==> config.mk <==
export PLATFORM = sky130hd
export DESIGN_NAME = mac_frame_sequencer
export DESIGN_NICKNAME = d
export VERILOG_FILES = /design/src/rtl/mac_frame_sequencer.sv
export SDC_FILE = /design/constraint.sdc
export NUM_CORES = 1
export LEC_CHECK = 0
export CELL_PAD_IN_SITES_DETAIL_PLACEMENT = 1
export CELL_PAD_IN_SITES_GLOBAL_PLACEMENT = 2
export CORE_UTILIZATION = 33
export CTS_CLUSTER_DIAMETER = 150
export DETAILED_ROUTE_END_ITERATION = 16
export GPL_TIMING_DRIVEN = 1
export PLACE_DENSITY_LB_ADDON = 0.1
export SLEW_MARGIN = 0
export SYNTH_ARGS = -nofsm -noshare
export SYNTH_HDL_FRONTEND = slang
export SYNTH_SLANG_ARGS = --single-unit
==> constraint.sdc <==
create_clock -name clk_i -period 6.18 [get_ports clk_i]
set_clock_uncertainty 0.15 [all_clocks]
set_input_delay 0.927 -clock clk_i [delete_from_list [all_inputs] [get_ports clk_i]]
set_output_delay 0.927 -clock clk_i [all_outputs]
set_load 0.05 [all_outputs]
==> src/rtl/mac_frame_sequencer.sv <==
// mac_frame_sequencer
//   Frame-level controller for one MAC dot-product of N taps. It loads N
//   coefficients, then N signal samples, clears the accumulator, streams both
//   FIFOs into the datapath in lock-step, waits out the datapath latency and
//   then loads the result. The coefficient FIFO is rewound at the end of every
//   frame so a later frame with the same N can skip the coefficient load.
//
// Ports
//   clk_i, rst_i                    clock, synchronous active-high reset
//   start_i, keep_coeff_i           frame request (IDLE only), reuse coeffs
//   num_taps_i                      taps N, latched on an accepted start
//   coeff_valid_i / coeff_ready_o   host coefficient handshake
//   sig_valid_i / sig_ready_o       host signal handshake
//   coeff_full_i, sig_full_i        FIFO full flags
//   coeff_empty_i, sig_empty_i      FIFO empty flags
//   wr_en_coeff_o, wr_en_signal_o   FIFO write enables
//   rd_en_coeff_o, rd_en_signal_o   paired FIFO read enables
//   redo_coeff_o                    rewind coefficient FIFO read pointer
//   acc_clr_o, ld_result_o          accumulator clear, result load
//   busy_o, done_o, err_o           status (err_o sticky until reset)
module mac_frame_sequencer #(
  parameter int ADDR_LINES = 4,
  parameter int PIPE_LAT   = 3
) (
  input  logic                  clk_i,
  input  logic                  rst_i,
  input  logic                  start_i,
  input  logic                  keep_coeff_i,
  input  logic [ADDR_LINES:0]   num_taps_i,
  input  logic                  coeff_valid_i,
  output logic                  coeff_ready_o,
  input  logic                  sig_valid_i,
  output logic                  sig_ready_o,
  input  logic                  coeff_full_i,
  input  logic                  sig_full_i,
  input  logic                  coeff_empty_i,
  input  logic                  sig_empty_i,
  output logic                  wr_en_coeff_o,
  output logic                  wr_en_signal_o,
  output logic                  rd_en_coeff_o,
  output logic                  rd_en_signal_o,
  output logic                  redo_coeff_o,
  output logic                  acc_clr_o,
  output logic                  ld_result_o,
  output logic                  busy_o,
  output logic                  done_o,
  output logic                  err_o
);

  localparam int CW = ADDR_LINES + 1;
  localparam int LW = (PIPE_LAT > 1) ? $clog2(PIPE_LAT) : 1;
  localparam logic [CW-1:0] NMAX     = {1'b1, {ADDR_LINES{1'b0}}};
  localparam logic [LW-1:0] LAT_LAST = LW'(PIPE_LAT - 1);

  typedef enum logic [2:0] {
    IDLE, LD_COEFF, LD_SIG, CLR, COMPUTE, DRAIN, DONE
  } state_t;

  state_t        state_reg;
  logic [CW-1:0] cnt_reg;
  logic [CW-1:0] n_reg;
  logic [CW-1:0] stored_n_reg;
  logic          coeff_ok_reg;
  logic [LW-1:0] lat_reg;
  logic          acc_clr_reg;
  logic          ld_result_reg;
  logic          done_reg;
  logic          redo_reg;
  logic          busy_reg;
  logic          err_reg;

  logic [CW-1:0] cnt_inc;
  logic          n_ok;
  logic          keep_ok;
  logic          rd_pair;

  // cnt is one bit wider than the address so N = NMAX is reachable.
  assign cnt_inc = cnt_reg + CW'(1);
  assign n_ok    = (num_taps_i != '0) && (num_taps_i <= NMAX);
  assign keep_ok = !keep_coeff_i || (coeff_ok_reg && (stored_n_reg == num_taps_i));

  // Ready depends only on state, count and full so the host may wait on it.
  assign coeff_ready_o  = (state_reg == LD_COEFF) && (cnt_reg < n_reg) && !coeff_full_i;
  assign sig_ready_o    = (state_reg == LD_SIG) && (cnt_reg < n_reg) && !sig_full_i;
  assign wr_en_coeff_o  = coeff_valid_i && coeff_ready_o;
  assign wr_en_signal_o = sig_valid_i && sig_ready_o;

  // Both FIFOs advance together or not at all, keeping the tap pairs aligned.
  assign rd_pair        = (state_reg == COMPUTE) && !coeff_empty_i && !sig_empty_i;
  assign rd_en_coeff_o  = rd_pair;
  assign rd_en_signal_o = rd_pair;

  assign acc_clr_o    = acc_clr_reg;
  assign ld_result_o  = ld_result_reg;
  assign done_o       = done_reg;
  assign redo_coeff_o = redo_reg;
  assign busy_o       = busy_reg;
  assign err_o        = err_reg;

  always_ff @(posedge clk_i) begin
    if (rst_i) begin
      state_reg     <= IDLE;
      cnt_reg       <= '0;
      n_reg         <= '0;
      stored_n_reg  <= '0;
      coeff_ok_reg  <= 1'b0;
      lat_reg       <= '0;
      acc_clr_reg   <= 1'b0;
      ld_result_reg <= 1'b0;
      done_reg      <= 1'b0;
      redo_reg      <= 1'b0;
      busy_reg      <= 1'b0;
      err_reg       <= 1'b0;
    end else begin
      acc_clr_reg   <= 1'b0;
      ld_result_reg <= 1'b0;
      done_reg      <= 1'b0;
      redo_reg      <= 1'b0;
      case (state_reg)
        IDLE: begin
          if (start_i) begin
            if (n_ok && keep_ok) begin
              n_reg    <= num_taps_i;
              cnt_reg  <= '0;
              busy_reg <= 1'b1;
              if (keep_coeff_i) begin
                state_reg <= LD_SIG;
              end else begin
                // Overwriting the FIFO makes the stored set unusable until
                // this load completes a whole frame.
                state_reg    <= LD_COEFF;
                coeff_ok_reg <= 1'b0;
              end
            end else begin
              err_reg <= 1'b1;
            end
          end
        end
        LD_COEFF: begin
          if (wr_en_coeff_o) begin
            if (cnt_inc == n_reg) begin
              cnt_reg   <= '0;
              state_reg <= LD_SIG;
            end else begin
              cnt_reg <= cnt_inc;
            end
          end
        end
        LD_SIG: begin
          if (wr_en_signal_o) begin
            if (cnt_inc == n_reg) begin
              cnt_reg     <= '0;
              state_reg   <= CLR;
              acc_clr_reg <= 1'b1;
            end else begin
              cnt_reg <= cnt_inc;
            end
          end
        end
        CLR: begin
          state_reg <= COMPUTE;
        end
        COMPUTE: begin
          if (rd_pair) begin
            if (cnt_inc == n_reg) begin
              cnt_reg   <= '0;
              lat_reg   <= '0;
              state_reg <= DRAIN;
            end else begin
              cnt_reg <= cnt_inc;
            end
          end
        end
        DRAIN: begin
          if (lat_reg == LAT_LAST) begin
            state_reg     <= DONE;
            ld_result_reg <= 1'b1;
            done_reg      <= 1'b1;
            redo_reg      <= 1'b1;
          end else begin
            lat_reg <= lat_reg + LW'(1);
          end
        end
        DONE: begin
          state_reg    <= IDLE;
          busy_reg     <= 1'b0;
          coeff_ok_reg <= 1'b1;
          stored_n_reg <= n_reg;
        end
        default: begin
          state_reg <= IDLE;
          busy_reg  <= 1'b0;
        end
      endcase
    end
  end

endmodule

==> run summary <==
Status = completed
Kind of critical path = flip-flop to output port
Mapped Area = 1480 um2
Tmin final = 3.94 ns
Gpl congestion = 0.726
Count leader, synth = dfxtp_1
Setup crit start kind = flip-flop
Layout cells sized above 1 = 0.0515
Gr usage total = 0.175
WL per Instance = 15.3 um
Gate Count Post-Synth = 175
DIE AREA = 4740 um2
Reg-to-reg slack, setup = 3.59 ns
Tcrit/Tclk final = 0.638
WL met1 = 1.79 mm
WL final = 3.72 mm
Max FO, Critical Path = 3
Peak VDD IR = 0.000182 V
Crit end category = output port
R2r startpoint = cnt_reg[1]
PD cells = 195 nW/um2
Post-cts repair resize count = 0
First-pass GRT wire length = 6.05 mm
Sequential area share after synthesis = 0.339
Hold endpoint = busy_o
Worst slew pin tran = 0.969 ns
Minimum hold slack = 0.329 ns
CTS tree = yes
Initial antenna violation count = 0
Top cells by area, synth = dfxtp_1 (34%), ha_1 (5.9%), nor2_1 (5.9%)
Distinct cell type count after synthesis = 41
Number of synthesized flops with an enable pin = 0
Detailed Route Iter0 Violations = 69
Worst R2R End = cnt_reg[2]
Clk sinks = 25
Port bufs = 26
Slew headroom = 0.352
FMAX = 0.254 GHz
Die X = 68.9 um
Synth Area per Inst = 8.43 um2
RSZ-0062 raised after global routing = no
Root Driver = clkbuf_8
Chip height = 68.9 um
Initial Util = 0.356
Tightest Hold Check Type = flip-flop to flip-flop
WL met2 = 1.76 mm
Leakage = 0.687 nW
Ys Warns = 0
Congestion Overflow GR = 0
Final setup viols = 0
Post-CTS setup buffers = 0
Core area = 4140 um2
Post-synthesis sequential element count = 25
Final Max Slew Viols = 0
DRT antenna net count = 0
Max Cap Violations = 0
Final #Nets = 217
CTS Hold Bufs = 0
Vias in the first global route = 1305
TNS Setup = 0 ns
Synth Flop Type = dfxtp_1
Synth top area share = 0.339
P&R area growth vs syn = 21.3%
# H-tree levels = 1
Metal3 WL = 135 um
# rows = 23
Detail Placement HPWL = 2.91 mm
Largest net degree at the start of global routing = 26
Yosys top cell by area = dfxtp_1
Final hold viol count = 0
Placed insts = 240
Mean number of vias per cell = 5.28
Ys async rst share = 0
Max clock buf depth = 2
IO Pins = 27
TritonRoute pass-1 iters = 4
Min-delay src = busy_o
Critical Path RT = 5.10 ns
Synthesized Nets = 197
Non-Filler Instances = 244
Path depth of the worst reg2reg path = 7
Total CTS buffers = 3
Hold Path Stages = 2
Residual DRC count = 0
Worst Path Arrival = 2.87 ns
Antenna diodes = 0
Skew-Pair Late Insertion Delay = 0.28 ns
Worst-path clk slew = 0.10 ns
Highest routed layer = met4
Commonest cells post-synth = dfxtp_1 (25), nor2_1 (23), inv_1 (11), a21oi_1 (10), nand2_1 (9)
Via total after detailed routing = 1288
[routing by layer]
metal,global-route usage,vias to the layer above
met1,0.227,609
met3,0.0395,4
met4,0.0357,0
met5,0,-
li1,-,652
met2,0.296,23
[where the power goes]
group	internal [mW]	total [mW]	switching (mW)
Combinational	0.0311	0.0742	0.0430
Sequential	0.165	0.172	0.00680
Clock	0.0458	0.102	0.0563
Total	0.242	0.348	0.106
[worst max-delay path by stage]
stage	from	end	slack, ns
floorplan	coeff_empty_i	rd_en_signal_o	2.06
global placement	coeff_empty_i	rd_en_coeff_o	2.47
detailed placement	coeff_empty_i	rd_en_coeff_o	2.38
CTS	n_reg[1]	wr_en_signal_o	2.18
global route	n_reg[3]	wr_en_signal_o	2.06
finish	n_reg[1]	wr_en_signal_o	2.24
[area by class of cell]
type / instances / area [um2]
fill: 505 / 2350
clock buffer: 3 / 41.3
sequential: 25 / 500
multi-input combinational: 128 / 876
timing repair buffer: 26 / 260
inverter: 11 / 41.3
tap: 50 / 62.6
clock inverter: 1 / 7.51
[logic make-up after synthesis]
group | share of synthesized area
AND/OR/NAND/NOR | 0.229
AO/OA/AOI/OAI | 0.168
flip-flops | 0.339
buffers and inverters | 0.0670
XOR/XNOR | 0.0831
multiplexers | 0.0543
adder cells (fa/ha/maj) | 0.0594
[placed cells by master (no fill, tap or decap), types with 2 or more instances in the layout]
cell	Yosys	layout
clkdlybuf4s50_1	0	26
xnor2_1	6	6
o21ai_0	4	4
nor4_1	3	3
and2_1	3	3
nand3b_1	4	4
nand2b_1	2	2
nor2_1	23	23
a32o_1	2	2
xor2_1	8	8
a31oi_1	3	3
a41oi_1	3	3
nand3_1	4	4
nor2b_1	2	2
inv_1	11	11
a21oi_1	10	10
or2_2	2	2
clkbuf_8	0	3
mux2i_1	8	8
nor3_1	8	8
dfxtp_1	25	25
ha_1	7	7
nand2_1	9	9
[worst max-delay path, stage by stage, from the launching register on]
cell	delay, ns
dfxtp_1	0.38
inv_1	0.08
ha_1	0.27
nor2b_1	0.13
o2111ai_1	0.32
nand2_1	0.16
nor4_1	0.37
clkdlybuf4s50_1	0.88
[through the flow]
stage	setup WS (ns)	power (mW)	cell area, um2	utilization
final	2.24	0.348	1790	0.432
after global routing	2.06	0.369	1790	0.432
after CTS	2.18	0.353	1790	0.432
after detailed placement	2.38	0.250	1740	0.420
after global placement	2.47	0.248	1740	0.420
after floorplan	2.06	0.224	1480	-
Note: power is estimated with default switching activity, not from simulation.
